File: config.mk
export PLATFORM = sky130hd
export DESIGN_NAME = imem_boot_loader
export DESIGN_NICKNAME = d
export VERILOG_FILES = /design/src/rtl/boot_pkg.sv /design/src/rtl/boot_byte_packer.sv /design/src/rtl/imem_boot_loader.sv
export SDC_FILE = /design/constraint.sdc
export NUM_CORES = 1
export LEC_CHECK = 0
export CAP_MARGIN = 20
export CELL_PAD_IN_SITES_DETAIL_PLACEMENT = 0
export CELL_PAD_IN_SITES_GLOBAL_PLACEMENT = 1
export CORE_ASPECT_RATIO = 2
export CORE_MARGIN = 1
export CORE_UTILIZATION = 40
export DETAILED_ROUTE_END_ITERATION = 7
export GPL_TIMING_DRIVEN = 0
export PLACE_DENSITY_LB_ADDON = 0.1
export RECOVER_POWER = 25
export SLEW_MARGIN = 40
export SYNTH_ARGS = -nofsm -noshare
export SYNTH_HDL_FRONTEND = slang
export SYNTH_SLANG_ARGS = --single-unit
File: constraint.sdc
create_clock -name clk -period 3.1 [get_ports clk]
set_clock_uncertainty 0.15 [all_clocks]
set_input_delay 0.93 -clock clk [delete_from_list [all_inputs] [get_ports clk]]
set_output_delay 0.93 -clock clk [all_outputs]
set_load 0.005 [all_outputs]
File: src/rtl/boot_pkg.sv
`default_nettype none
// ============================================================================
//  Package     : boot_pkg
//  Description : Shared definitions for the instruction-memory boot loader:
//                load state encoding and stream framing constants.
//  Revision    : 1.0 - initial release
// ============================================================================
package boot_pkg;

  // Load sequencing states
  typedef enum logic [2:0] {
    LEN  = 3'd0,
    DATA = 3'd1,
    CSUM = 3'd2,
    DONE = 3'd3,
    ERR  = 3'd4
  } boot_state_e;

  localparam int HDR_BYTES  = 4;                    // length field bytes
  localparam int WORD_BYTES = 4;                    // bytes per memory word
  localparam int CSUM_W     = 8;                    // checksum width
  localparam int BYTE_IDX_W = $clog2(WORD_BYTES);   // byte-in-word index width

endpackage
`default_nettype wire

File: src/rtl/boot_byte_packer.sv
`default_nettype none
// ============================================================================
//  Module      : boot_byte_packer
//  Description : Collects accepted bytes into little-endian 32-bit words.
//                word_valid is a combinational pulse on the cycle the 4th
//                byte of a word is accepted; word is valid in that cycle.
//  Ports       :
//    clk        in   system clock
//    areset     in   synchronous active-high reset
//    byte_en    in   a byte is being accepted this cycle
//    byte_data  in   accepted byte
//    byte_idx   out  position of the next byte inside the current word
//    word_valid out  4th byte of a word accepted this cycle
//    word       out  assembled word {byte3, byte2, byte1, byte0}
//  Revision    : 1.0 - initial release
// ============================================================================
module boot_byte_packer
  import boot_pkg::*;
(
  input  logic                  clk,
  input  logic                  areset,
  input  logic                  byte_en,
  input  logic [7:0]            byte_data,
  output logic [BYTE_IDX_W-1:0] byte_idx,
  output logic                  word_valid,
  output logic [31:0]           word
);

  // Holds the three earlier bytes of the word; newest byte enters at the top
  // so that after three bytes the buffer reads {byte2, byte1, byte0}.
  logic [23:0] shift_buf;

  always_ff @(posedge clk) begin
    if (areset) begin
      byte_idx  <= '0;
      shift_buf <= '0;
    end else if (byte_en) begin
      byte_idx  <= byte_idx + BYTE_IDX_W'(1);
      shift_buf <= {byte_data, shift_buf[23:8]};
    end
  end

  assign word_valid = byte_en && (byte_idx == BYTE_IDX_W'(WORD_BYTES - 1));
  assign word       = {byte_data, shift_buf};

endmodule
`default_nettype wire

File: src/rtl/imem_boot_loader.sv
`default_nettype none
// ============================================================================
//  Module      : imem_boot_loader
//  Description : Fills the instruction memory from a byte stream
//                (4-byte LE word count N, N LE words, 1 checksum byte) and
//                holds the core in reset until a verified image is loaded.
//                Optional macro IMEM_BOOT_TIMEOUT_EN adds an inter-byte
//                timeout that forces the error state.
//  Ports       :
//    clk        in   system clock, rising edge
//    areset     in   synchronous active-high reset
//    in_valid   in   byte-stream valid
//    in_data    in   byte-stream data
//    in_ready   out  block can accept a byte
//    imem_we    out  instruction memory write strobe (one cycle per word)
//    imem_addr  out  word address of the write
//    imem_wdata out  word to write
//    core_hold  out  core held in reset while high
//    done       out  image loaded and verified (sticky)
//    error      out  load failed (sticky)
//  Revision    : 1.0 - initial release
// ============================================================================
module imem_boot_loader
  import boot_pkg::*;
#(
  parameter int DEPTH          = 256,
  parameter int ADDR_W         = 8,
  parameter int TIMEOUT_CYCLES = 1024
) (
  input  logic              clk,
  input  logic              areset,
  input  logic              in_valid,
  input  logic [7:0]        in_data,
  output logic              in_ready,
  output logic              imem_we,
  output logic [ADDR_W-1:0] imem_addr,
  output logic [31:0]       imem_wdata,
  output logic              core_hold,
  output logic              done,
  output logic              error
);

  // Wide enough to hold DEPTH itself so a full-size image never wraps.
  localparam int CNT_W = $clog2(DEPTH + 1);

  boot_state_e             state, state_next;
  logic                    accept;
  logic                    packer_en;
  logic [BYTE_IDX_W-1:0]   byte_idx;
  logic                    word_valid;
  logic [31:0]             word;
  logic                    len_done;
  logic                    last_word;
  logic                    timeout_hit;
  logic [CNT_W-1:0]        word_cnt;
  logic [CNT_W-1:0]        n_last;     // index of the final data word
  logic [CSUM_W-1:0]       csum;

  assign accept    = in_valid && in_ready;
  // The packer assembles both the length field and the data words.
  assign packer_en = accept && ((state == LEN) || (state == DATA));

  boot_byte_packer u_packer (
    .clk        (clk),
    .areset     (areset),
    .byte_en    (packer_en),
    .byte_data  (in_data),
    .byte_idx   (byte_idx),
    .word_valid (word_valid),
    .word       (word)
  );

  assign len_done  = (state == LEN) && word_valid &&
                     (byte_idx == BYTE_IDX_W'(HDR_BYTES - 1));
  assign last_word = (state == DATA) && word_valid && (word_cnt == n_last);

`ifdef IMEM_BOOT_TIMEOUT_EN
  localparam int TO_W = $clog2(TIMEOUT_CYCLES + 1);

  logic [TO_W-1:0] idle_cnt;
  logic            idle_tick;

  // Idle time only counts once a load has actually started.
  assign idle_tick   = !accept &&
                       (((state == LEN) && (byte_idx != '0)) ||
                        (state == DATA) || (state == CSUM));
  assign timeout_hit = idle_tick && (idle_cnt == TO_W'(TIMEOUT_CYCLES - 1));

  always_ff @(posedge clk) begin
    if (areset || accept || (state == DONE) || (state == ERR)) begin
      idle_cnt <= '0;
    end else if (idle_tick) begin
      idle_cnt <= idle_cnt + TO_W'(1);
    end
  end
`else
  logic unused_timeout_sig;

  assign timeout_hit        = 1'b0;
  assign unused_timeout_sig = ^{byte_idx, 1'(TIMEOUT_CYCLES)};
`endif

  // State register
  always_ff @(posedge clk) begin
    if (areset) begin
      state <= LEN;
    end else begin
      state <= state_next;
    end
  end

  // Next-state logic
  always_comb begin
    state_next = state;
    case (state)
      LEN: begin
        if (len_done) begin
          if (word > 32'(DEPTH)) begin
            state_next = ERR;
          end else if (word == 32'd0) begin
            state_next = CSUM;
          end else begin
            state_next = DATA;
          end
        end
      end
      DATA: begin
        if (last_word) begin
          state_next = CSUM;
        end
      end
      CSUM: begin
        if (accept) begin
          state_next = (in_data == csum) ? DONE : ERR;
        end
      end
      DONE:    state_next = DONE;
      ERR:     state_next = ERR;
      default: state_next = ERR;
    endcase
    if (timeout_hit) begin
      state_next = ERR;
    end
  end

  // Datapath and registered outputs
  always_ff @(posedge clk) begin
    if (areset) begin
      word_cnt   <= '0;
      n_last     <= '0;
      csum       <= '0;
      in_ready   <= 1'b0;
      imem_we    <= 1'b0;
      imem_addr  <= '0;
      imem_wdata <= '0;
      core_hold  <= 1'b1;
      done       <= 1'b0;
      error      <= 1'b0;
    end else begin
      imem_we <= 1'b0;

      // N has already been bounded by DEPTH when it is used, so the
      // truncation keeps every meaningful bit.
      if (len_done) begin
        n_last <= CNT_W'(word - 32'd1);
      end

      if ((state == DATA) && accept) begin
        csum <= csum + in_data;
      end

      if ((state == DATA) && word_valid) begin
        imem_we    <= 1'b1;
        imem_addr  <= ADDR_W'(word_cnt);
        imem_wdata <= word;
        word_cnt   <= word_cnt + CNT_W'(1);
      end

      in_ready  <= (state_next == LEN) || (state_next == DATA) ||
                   (state_next == CSUM);
      core_hold <= (state_next != DONE);
      done      <= (state_next == DONE);
      error     <= (state_next == ERR);
    end
  end

endmodule
`default_nettype wire
==> summary.txt, run 1 <==
Setup path
  – Worst Path Max Fanout: 5
  – CP startpoint: in_data[4]
  – CP endpoint kind: flop
  – Crit path DAT: between 3 and 4 ns
  – Required @ worst endpoint: ~3.2 ns
  – R2R setup slack: about 0.7 ns
  – Reg2Reg Depth: 6
  – Startpoint types: primary input
  – CP Class: in2reg
  – Critical Path Sink: csum[7]
  – RR Endpoint: state[0]
  – R2R Path Start: state[0]

Power and ir drop
  – Power Total: between 2 and 3 mW
  – Pwr dens: 488 mW/mm2
  – Gate power share: 4.4%
  – Power Internal: between 1.5 and 2 mW
  – Max IR drop VDD: about 0.0003 V
  – Clk pwr share: between 40% and 50%
  – Sw Ratio: approximately 23%
  – Switch Pwr: just under 600 uW
  – Reg power frac: slightly above 50%
  – Leakage Power: about 2.0 nW

Route
  – Drt wl/cell: ~15 um
  – Residual DRC: 0
  – 1st-iter DRT viols: approximately 140
  – Vias per cell: 4.99
  – DRT Pass-1 Iters: 4
  – Final ANT Viol Nets: 0
  – Routed via count: approximately 3600
  – DRT Wirelength: around 11000 um

Clock tree
  – Sink Count: 100
  – H-tree levels: 3
  – Max Buffers Root-to-Sink: 2
  – Clk_lat worst skew: roughly 0.35 ns
  – Clk Tree Root Cell: clkbuf_16
  – # hold bufs at CTS: 0
  – Setup bufs post-CTS: 0
  – CTS tree: yes
  – Clk pin slew, worst setup/hold paths: 0.07 ns
  – Number of buffers created by CTS: 9

Timing
  – Min Tclk post-route: between 3 and 4 ns
  – Highest clock rate: 330 MHz
  – Tcrit/Tclk final: 97.7%
  – Worst Max-Slew Pin Slew: around 0.63 ns
  – Final setup viols: 0
  – Slew Viols, Final: 0
  – Max-slew headroom: roughly 58%
  – Final Hold Fails: 0
  – Setup ws final: between 0.07 and 0.08 ns
  – Unrepaired setup endpoints after global routing: no

Synthesis
  – Synth Area per Inst: between 8 and 9 um2
  – Synth Instances: 512
  – Synthesized area: 0.00416 mm2
  – Distinct cells, synth: 39
  – Post-synth EDFFs: 0
  – Post-synthesis sequential area ratio: 48.1%
  – Top_reg_cell synth: dfxtp_1
  – Warnings from Yosys: 0
  – Asr flop ratio synth: 0%
  – Net Count, Synth: about 540
  – #FFs+latches synth: 100

Floorplanning
  – Die area: approximately 0.011 mm2
  – Initial Utilization: about two fifths
  – Std cell rows: between 50 and 60
  – Core ar.: 0.0101 mm2
  – Die span in x: 74.1 um
  – Top Ports: 56
  – Die Ht: 146 um

Global route
  – Grt total ovfl: 0
  – First-pass GRT wire length: roughly 18000 um
  – Vias in the first global route: 3537
  – Total GRT Usage: between 20% and 30%
  – Initial antenna violation count: 0
  – Pin count of the biggest net entering global routing: 17

Final layout
  – Diode count: 0
  – Post-route cell area: between 0.005 and 0.006 mm2
  – Share of layout cells above drive strength 1: roughly 5.7%
  – Fin nets: between 600 and 700
  – Area growth syn-to-layout: 25.2%

Placement
  – Detailed Place HPWL: 7950 um
  – Placed cell areas: ~0.005 mm2
  – RePlAce Congestion: approximately 0.89
  – Post-placement worst setup slack: -0.481 ns
  – Number of port buffers: 55

Flow run
  – MaxCap Viol Count: 0

Min path
  – Hold WC Path Type: reg2reg

Outcome
  – Status: finished clean
power groups by stage:
stage	Clock, mW	Combinational, mW	Sequential, mW
after floorplan	0	0.0644	1.33
after global placement	0	0.111	1.33
after detailed placement	0	0.112	1.33
after CTS	1.15	0.112	1.30
after global routing	1.20	0.125	1.31
final	1.12	0.112	1.30
per-stage QoR:
| stage | utilization [%] | setup TNS (ns) | instances | hold WS, ns |
|---|---|---|---|---|
| floorplan | - | 0 | 512 | 0.286 |
| global placement | 48.4 | -1.92 | 702 | 0.291 |
| detailed placement | 48.4 | -2.10 | 702 | 0.297 |
| CTS | 51.4 | 0 | 718 | 0.306 |
| global route | 51.6 | 0 | 718 | 0.321 |
| finish | 51.6 | 0 | 718 | 0.300 |
per-layer routing:
metal,vias to the layer above,GRT usage (%),part of all wire (%)
li1,1838,-,-
met2,67,39.1,55
met4,0,8.17,2.6
met3,19,3.45,3.4
met5,-,0,0
met1,1656,23.7,39
synthesized netlist by cell type, types with 2 or more instances:
cell	number	area, um2
nor2_1	28	105
clkbuf_1	22	82.6
nor4_1	7	43.8
and2_1	2	12.5
ha_1	11	138
inv_1	7	26.3
nand2b_1	3	18.8
nand2_1	152	571
nand4_1	5	31.3
xnor2_1	16	140
o21ai_0	5	25.0
or3_1	3	18.8
a21oi_1	79	395
a31oi_1	2	12.5
xor2_1	13	114
dfxtp_1	100	2000
nor3_1	10	50.1
buf_2	7	35.0
and3_1	3	18.8
nor2b_1	6	37.5
o31ai_1	2	15.0
nand3b_1	3	22.5
a211oi_1	10	75.1
worst max-delay path: stages:
cell             delay, ns
clkdlybuf4s50_1       0.63
ha_4                  0.27
nor2b_1               0.13
a311o_1               0.36
o31ai_2               0.22
mux2i_1               0.24
mux2_2                0.35
cells by family after synthesis:
kind of cell             share of synthesized area [%]
AO/OA/AOI/OAI                                     13.2
XOR/XNOR                                          6.11
adder cells (fa/ha/maj)                           3.79
buffers and inverters                             3.46
flip-flops                                        48.1
multiplexers                                     0.512
AND/OR/NAND/NOR                                   24.8
how the worst min path moves through the flow:
stage	startpoint	end	slack [ns]	depth (start not counted)
global route	imem_wdata[8]	imem_wdata[8]	0.32	2
CTS	imem_wdata[26]	imem_wdata[26]	0.31	2
finish	imem_wdata[8]	imem_wdata[8]	0.30	2
detailed placement	imem_addr[7]	imem_addr[7]	0.30	2
global placement	imem_addr[3]	imem_addr[3]	0.29	2
floorplan	csum[2]	csum[2]	0.29	2
placed cells by master (no fill, tap or decap), types with 2 or more instances in the layout:
master / n
a211oi_1: 10
a21oi_1: 79
a31oi_1: 2
and2_1: 2
and3_1: 3
buf_2: 7
clkbuf_1: 23
clkbuf_16: 9
clkdlybuf4s50_1: 16
clkinv_2: 2
clkinv_4: 2
dfxtp_1: 100
dlygate4sd2_1: 3
dlygate4sd3_1: 36
ha_1: 9
ha_4: 2
inv_1: 7
nand2_1: 152
nand2b_1: 3
nand3b_1: 3
nand4_1: 5
nor2_1: 28
nor2b_1: 6
nor3_1: 10
nor4_1: 7
o21ai_0: 5
or3_1: 3
xnor2_1: 16
xor2_1: 13
flip-flops by register name, indices dropped and copies added, names as in the netlist:
signal / count
core_hold: 1
imem_wdata: 32
csum: 8
word_cnt: 9
imem_addr: 8
u_packer.shift_buf: 24
error: 1
u_packer.byte_idx: 2
state: 3
imem_we: 1
in_ready: 1
done: 1
n_last: 9
final cells by class:
cell class              instances  area [um2]
fillers                      1021        4880
multi-input cells             376        2050
flip-flops and latches        100        2000
repair buffers                 55         547
clock buffers                  10         229
well taps                     135         169
plain buffers                  29         118
clock inverters                 6        65.1
inverters                       7        26.3
what timing repair did:
action                     CTS  global route
pin swaps                    1             0
gates resized for setup      5             2
gates cloned                 0             0
setup endpoints to repair    1             3
Power figures use the tool's default switching activity.
==> inputs of run 2 (changes only) <==
ABC_CLOCK_PERIOD_IN_PS = 3100   (was default)
CAP_MARGIN = 40   (was 20)
CELL_PAD_IN_SITES_DETAIL_PLACEMENT = default   (was 0)
CELL_PAD_IN_SITES_GLOBAL_PLACEMENT = default   (was 1)
CORE_UTILIZATION = 54   (was 40)
PLACE_DENSITY = 0.79   (was default)
PLACE_DENSITY_LB_ADDON = default   (was 0.1)
==> run 2 against run 1 <==
Net effect:
- maximum frequency up 2.7%
- sequential share of layout area up 0.19 points
- non-clock buffer count unchanged
- hold slack worse by 0.0024 ns
- routed wire length down 4.3%
- critical endpoint unchanged
- largest cell class unchanged
- highest routed layer unchanged
==> summary.txt, run 2 (same netlist as run 1, synthesis figures left out) <==
Route
  – Routed via count: 3727 (was 3580)
  – Residual DRC: 0 (unchanged)
  – 1st-iter DRT viols: 184 (was 135)
  – DRT Wirelength: 10200 um (was 10700 um)
  – DRT Pass-1 Iters: 4 (unchanged)
  – Final ANT Viol Nets: 0 (unchanged)
  – Vias per cell: 5.52 (was 4.99)
  – Drt wl/cell: 15.1 um (was 14.9 um)

Power and ir drop
  – Max IR drop VDD: 0.000390 V (was 0.000294 V)
  – Pwr dens: 498 mW/mm2 (was 488 mW/mm2)
  – Leakage Power: 2.00 nW (was 1.96 nW)

Final layout
  – Fin nets: 601 (unchanged)
  – Diode count: 0 (unchanged)
  – Area growth syn-to-layout: 24.6% (was 25.2%)
  – Util after Layout: 70.2% (was 51.6%)
  – Max reg flops: 32 (unchanged)
  – Biggest regs: imem_wdata x32, u_packer.shift_buf x24 (unchanged)
  – Layout fillers: 600 (was 1021)
  – Finished Layout Cells: 675 (was 718)
  – Commonest cells after routing, fill and taps aside: nand2_1, dfxtp_1, a21oi_1, dlygate4sd3_1, nor2_1 (unchanged)
  – Commonest non-fill, non-tap cell in the layout: nand2_1 (unchanged)
  – Share of layout cells above drive strength 1: 5.83% (was 5.66%)
  – Reg with most FFs: imem_wdata (unchanged)

Setup path
  – CP endpoint kind: flop (unchanged)
  – Reg2Reg Depth: 7 (was 6)
  – RR Endpoint: csum[7] (was state[0])
  – CP Class: in2reg (unchanged)
  – R2R Path Start: csum[1] (was state[0])
  – Worst Path Max Fanout: 5 (unchanged)
  – Required @ worst endpoint: 3.19 ns (about the same)
  – Startpoint types: primary input (unchanged)
  – R2R setup slack: 0.77 ns (was 0.70 ns)
  – Crit path DAT: 3.04 ns (was 3.12 ns)

Timing
  – Max-slew headroom: 55.6% (was 58.0%)
  – Final setup viols: 0 (unchanged)
  – Fin Hold WS: 0.298 ns (was 0.300 ns)
  – Highest clock rate: 339 MHz (was 330 MHz)
  – Slew Viols, Final: 0 (unchanged)
  – Final Hold Fails: 0 (unchanged)
  – Setup tns final: 0 ns (unchanged)
  – Min Tclk post-route: 2.95 ns (was 3.03 ns)
  – Tcrit/Tclk final: 95.1% (was 97.7%)
  – Worst Max-Slew Pin Slew: 0.663 ns (was 0.626 ns)
  – Setup ws final: 0.151 ns (was 0.0707 ns)
  – Unrepaired setup endpoints after global routing: no (unchanged)

Min path
  – Worst hold stages: 2 (unchanged)
  – Hold WC Path Type: reg2reg (unchanged)
  – Hold endpoint: imem_addr[5] (was imem_wdata[8])
  – Hold path start: imem_addr[5] (was imem_wdata[8])

Floorplanning
  – Die Ht: 126 um (was 146 um)
  – Initial Utilization: 56.4% (was 41.2%)
  – Core ar.: 0.00738 mm2 (was 0.0101 mm2)
  – Die area: 0.00808 mm2 (was 0.0108 mm2)
  – Std cell rows: 44 (was 52)
  – Top Ports: 56 (unchanged)
  – Die span in x: 64.0 um (was 74.1 um)

Clock tree
  – Clk pin slew, worst setup/hold paths: 0.06 ns (was 0.07 ns)
  – CTS tree: yes (unchanged)
  – Clk_lat worst skew: 0.35 ns (about the same)
  – Sink Count: 100 (unchanged)
  – Max Buffers Root-to-Sink: 2 (unchanged)
  – Clk Tree Root Cell: clkbuf_16 (unchanged)
  – # hold bufs at CTS: 0 (unchanged)
  – H-tree levels: 3 (unchanged)
  – Number of buffers created by CTS: 9 (unchanged)

Placement
  – Detailed Place HPWL: 7480 um (was 7950 um)
  – Post-placement worst setup slack: -0.452 ns (was -0.481 ns)
  – Dpl cells: 659 (was 702)
  – RePlAce Congestion: 0.855 (was 0.886)
  – Number of port buffers: 55 (unchanged)

Global route
  – Initial antenna violation count: 0 (unchanged)
  – Vias in the first global route: 3711 (was 3537)
  – Grt total ovfl: 0 (unchanged)
  – Pin count of the biggest net entering global routing: 16 (was 17)
  – First-pass GRT wire length: 16600 um (was 17600 um)
  – Total GRT Usage: 26.7% (was 21.5%)

Outcome
  – Status: finished clean (unchanged)

Flow run
  – MaxCap Viol Count: 0 (unchanged)
run 2: routing by layer:
metal  GRT usage, %  routed length [um]  up-vias
li1               -                   -     1840
met1           26.4                3760     1768
met2           50.3                5760       86
met3           5.43                 357       33
met4           13.8                 353        0
met5              0                   0        -
run 2: metrics by stage:
stage / power, mW / cell area, um2
detailed placement: 1.44 / 4820
CTS: 2.58 / 5170
global placement: 1.44 / 4820
floorplan: 1.40 / 4160
global route: 2.65 / 5180
finish: 2.58 / 5180
run 2: worst max path at each step:
| stage | slack (ns) | cells past startpoint | startpoint | to |
|---|---|---|---|---|
| global route | 0.08 | 8 | in_valid | n_last[7] |
| global placement | -0.46 | 8 | in_data[1] | csum[7] |
| finish | 0.15 | 8 | in_data[1] | csum[7] |
| floorplan | 0.25 | 7 | in_data[3] | csum[7] |
| detailed placement | -0.45 | 8 | in_data[3] | csum[7] |
| CTS | 0.002 | 8 | in_data[3] | csum[7] |
run 2: power breakdown:
group / leakage [nW] / switching, mW / internal [mW] / total (mW)
Clock: 0.156 / 0.469 / 0.692 / 1.16
Sequential: 0.807 / 0.0112 / 1.29 / 1.31
Combinational: 1.04 / 0.0717 / 0.0392 / 0.111
Total: 2.00 / 0.552 / 2.03 / 2.58
run 2: layout make-up:
class	count	area, um2	share of cell area (%)
plain buffers	29	118	2.27
flip-flops and latches	100	2000	38.7
repair buffers	55	559	10.8
multi-input cells	376	2040	39.5
inverters	7	26.3	0.507
clock buffers	13	270	5.22
well taps	92	115	2.22
clock inverters	3	43.8	0.846
run 2: what timing repair did:
item	CTS	global route
pin swaps	0	0
setup endpoints to repair	1	1
resized for setup	4	5
buffers inserted	0	0
run 2: worst max-delay path, cell delays in order:
cell and delay, ns:
dlygate4sd2_1 0.31, ha_1 0.34, a21oi_1 0.14, nor2b_1 0.08
a311o_1 0.41, o31ai_2 0.22, mux2i_1 0.25, mux2_2 0.35
==> inputs of run 3 (changes only) <==
CORE_UTILIZATION = 55   (was 54)
PLACE_DENSITY = 0.8   (was 0.79)
SYNTH_HIERARCHICAL = 1   (was default)
==> run 3 against run 2 <==
Net effect:
- non-clock buffer count is 6 higher
- synthesized cell count is 2.7% lower
- die area is 1.5% higher
- synthesized area is 3.4% higher
- setup slack worse by 0.080 ns
- utilization is 0.22 points lower
- largest power group unchanged
- flip-flop and latch count stayed put
- final area is 2.7% higher
- register-to-register slack better by 0.04 ns
- via count is 0.32% higher
- clock-buffer cell count is 4 lower
==> summary.txt, run 3 <==
Placement
  – Detailed Place HPWL: 8080 um (was 7480 um)
  – Number of port buffers: 55 (unchanged)
  – Placed cell areas: 0.00497 mm2 (was 0.00482 mm2)
  – Dpl cells: 647 (was 659)
  – RePlAce Congestion: 0.872 (was 0.855)

Route
  – Residual DRC: 0 (unchanged)
  – DRT Pass-1 Iters: 4 (unchanged)
  – Routed via count: 3739 (was 3727)
  – DRT Wirelength: 11100 um (was 10200 um)
  – Final ANT Viol Nets: 0 (unchanged)
  – Drt wl/cell: 16.8 um (was 15.1 um)
  – 1st-iter DRT viols: 182 (was 184)
  – Vias per cell: 5.66 (was 5.52)

Power and ir drop
  – Power Total: 2.61 mW (was 2.58 mW)
  – Pwr dens: 490 mW/mm2 (was 498 mW/mm2)
  – Leakage Power: 2.02 nW (was 2.00 nW)
  – Max IR drop VDD: 0.000397 V (was 0.000390 V)

Synthesis
  – Share of the synthesized area in the top cell type: 46.6% (was 48.1%)
  – Largest family of logic cells by synthesized area: simple AND/OR/NAND/NOR gates (unchanged)
  – Net Count, Synth: 521 (was 535)
  – #FFs+latches synth: 100 (unchanged)
  – Synth Area in Adders: 3.67% (was 3.79%)
  – Synthesized area: 0.00430 mm2 (was 0.00416 mm2)
  – Post-synthesis mux area share: 5.82% (was 0.512%)
  – XOR/XNOR share of the synthesized area: 5.50% (was 6.11%)
  – Most frequent cell after synthesis: nand2_1 (unchanged)
  – Synth cell count leaders: nand2_1, dfxtp_1, nor2_1, a21oi_1, mux2i_1 (was nand2_1, dfxtp_1, a21oi_1, nor2_1, clkbuf_1)
  – Largest area contributor in the netlist: dfxtp_1 (unchanged)
  – Synth Area per Inst: 8.63 um2 (was 8.12 um2)
  – Synth Instances: 498 (was 512)
  – Top_reg_cell synth: dfxtp_1 (unchanged)
  – Simple-gate portion of the synthesized area: 21.6% (was 24.8%)
  – Warnings from Yosys: 6 (was 0)
  – Post-synthesis compound-gate area fraction: 11.2% (was 13.2%)
  – Asr flop ratio synth: 0% (unchanged)
  – Synth area leaders: dfxtp_1, nand2_1, a21oi_1 (unchanged)
  – Post-synth EDFFs: 0 (unchanged)
  – Post-synthesis sequential area ratio: 46.6% (was 48.1%)
  – Distinct cells, synth: 48 (was 39)

Clock tree
  – Sink Count: 100 (unchanged)
  – Max Buffers Root-to-Sink: 2 (unchanged)
  – Clk pin slew, worst setup/hold paths: 0.06 ns (about the same)
  – Clk_lat worst skew: 0.35 ns (about the same)
  – # hold bufs at CTS: 0 (unchanged)
  – Number of buffers created by CTS: 9 (unchanged)
  – Clk Tree Root Cell: clkbuf_16 (unchanged)
  – CTS tree: yes (unchanged)
  – H-tree levels: 3 (unchanged)

Setup path
  – Worst Path Max Fanout: 5 (unchanged)
  – Crit path DAT: 3.11 ns (was 3.04 ns)
  – CP Class: in2reg (unchanged)
  – Startpoint types: primary input (unchanged)
  – Required @ worst endpoint: 3.18 ns (was 3.19 ns)
  – CP endpoint kind: flop (unchanged)
  – R2R setup slack: 0.81 ns (was 0.77 ns)

Final layout
  – Commonest cells after routing, fill and taps aside: nand2_1, dfxtp_1, nor2_1, a21oi_1, clkdlybuf4s50_1 (was nand2_1, dfxtp_1, a21oi_1, dlygate4sd3_1, nor2_1)
  – Fin nets: 588 (was 601)
  – Reg with most FFs: imem_wdata (unchanged)
  – Share of layout cells above drive strength 1: 7.58% (was 5.83%)
  – Area growth syn-to-layout: 23.8% (was 24.6%)
  – Post-route cell area: 0.00532 mm2 (was 0.00518 mm2)
  – Util after Layout: 70.0% (was 70.2%)
  – Commonest non-fill, non-tap cell in the layout: nand2_1 (unchanged)
  – Diode count: 0 (unchanged)
  – Max reg flops: 32 (unchanged)
  – Biggest regs: imem_wdata x32, u_packer/shift_buf x24 (was imem_wdata x32, u_packer.shift_buf x24)
  – Finished Layout Cells: 661 (was 675)

Floorplanning
  – Std cell rows: 45 (was 44)
  – Die Ht: 127 um (was 126 um)
  – Core ar.: 0.00760 mm2 (was 0.00738 mm2)
  – Top Ports: 56 (unchanged)
  – Die span in x: 64.5 um (was 64.0 um)
  – Die area: 0.00819 mm2 (was 0.00808 mm2)
  – Initial Utilization: 56.5% (was 56.4%)

Global route
  – Grt total ovfl: 0 (unchanged)
  – Total GRT Usage: 28.4% (was 26.7%)
  – First-pass GRT wire length: 17600 um (was 16600 um)
  – Pin count of the biggest net entering global routing: 16 (unchanged)
  – Initial antenna violation count: 0 (unchanged)
  – Vias in the first global route: 3662 (was 3711)

Timing
  – Worst Max-Slew Pin Slew: 0.668 ns (was 0.663 ns)
  – Final Hold Fails: 0 (unchanged)
  – Slew Viols, Final: 0 (unchanged)
  – Highest clock rate: 330 MHz (was 339 MHz)
  – Min Tclk post-route: 3.03 ns (was 2.95 ns)
  – Max-slew headroom: 55.5% (was 55.6%)
  – Setup tns final: 0 ns (unchanged)
  – Final setup viols: 0 (unchanged)
  – Tcrit/Tclk final: 97.7% (was 95.1%)

Min path
  – Hold WC Path Type: reg2reg (unchanged)

Flow run
  – MaxCap Viol Count: 0 (unchanged)

Outcome
  – Status: finished clean (unchanged)
## run 3: final timing paths
kind	start	to	cells after the start
max	in_data[3]	core_hold	7
min	imem_wdata[20]	imem_wdata[20]	2
max reg2reg	state[2]	word_cnt[5]	9
min reg2reg	imem_wdata[20]	imem_wdata[20]	2
## run 3: metrics by stage
step / hold slack (ns) / setup WS, ns
after detailed placement: 0.298 / -0.634
final: 0.305 / 0.0715
after global routing: 0.321 / -0.0770
after global placement: 0.294 / -0.593
after floorplan: 0.286 / 0.294
after CTS: 0.309 / -0.0468
## run 3: area by class of cell
class | instances | area (um2)
clock buffer | 9 | 225
clock inverter | 4 | 77.6
sequential | 100 | 2000
buffer | 34 | 201
inverter | 9 | 33.8
multi-input combinational | 355 | 2110
tap | 94 | 118
timing repair buffer | 56 | 554
fill | 634 | 2280
## run 3: layer usage
metal  part of all wire (%)  up-vias  global-route usage, %  wire [um]
li1                       -     1814                      -          -
met1                     35     1784                   27.3       3890
met2                     57      109                   54.9       6380
met3                    3.6       32                   4.64        403
met4                    4.0        0                   15.7        443
met5                      0        -                      0          0
## run 3: critical path, cell delays in order
cell             delay [ns]
clkdlybuf4s50_1        0.53
ha_1                   0.42
nor4_1                 0.33
nand3_1                0.19
a31oi_1                0.27
o21ai_2                0.12
or3_1                  0.31
## run 3: what timing repair did
action	in CTS	in global routing
setup endpoints to repair	48	44
buffers inserted	1	0
hold endpoints to repair	0	0
gates cloned	0	1
pin swaps	1	1
gates resized for setup	4	8
## run 3: kinds of logic after synthesis
| family | count (synthesis) |
|---|---|
| xor+xnor | 27 |
| flops | 100 |
| compound gates | 79 |
| fa+ha+maj | 12 |
| mux | 25 |
| buf+inv | 44 |
| simple gates | 211 |
## run 3: report_power, final
group / internal [mW] / switching (mW) / total (mW) / leakage, nW
combinational: 0.0563 / 0.0755 / 0.132 / 1.06
sequential: 1.29 / 0.0126 / 1.31 / 0.807
clock: 0.696 / 0.471 / 1.17 / 0.147
total: 2.05 / 0.560 / 2.61 / 2.02
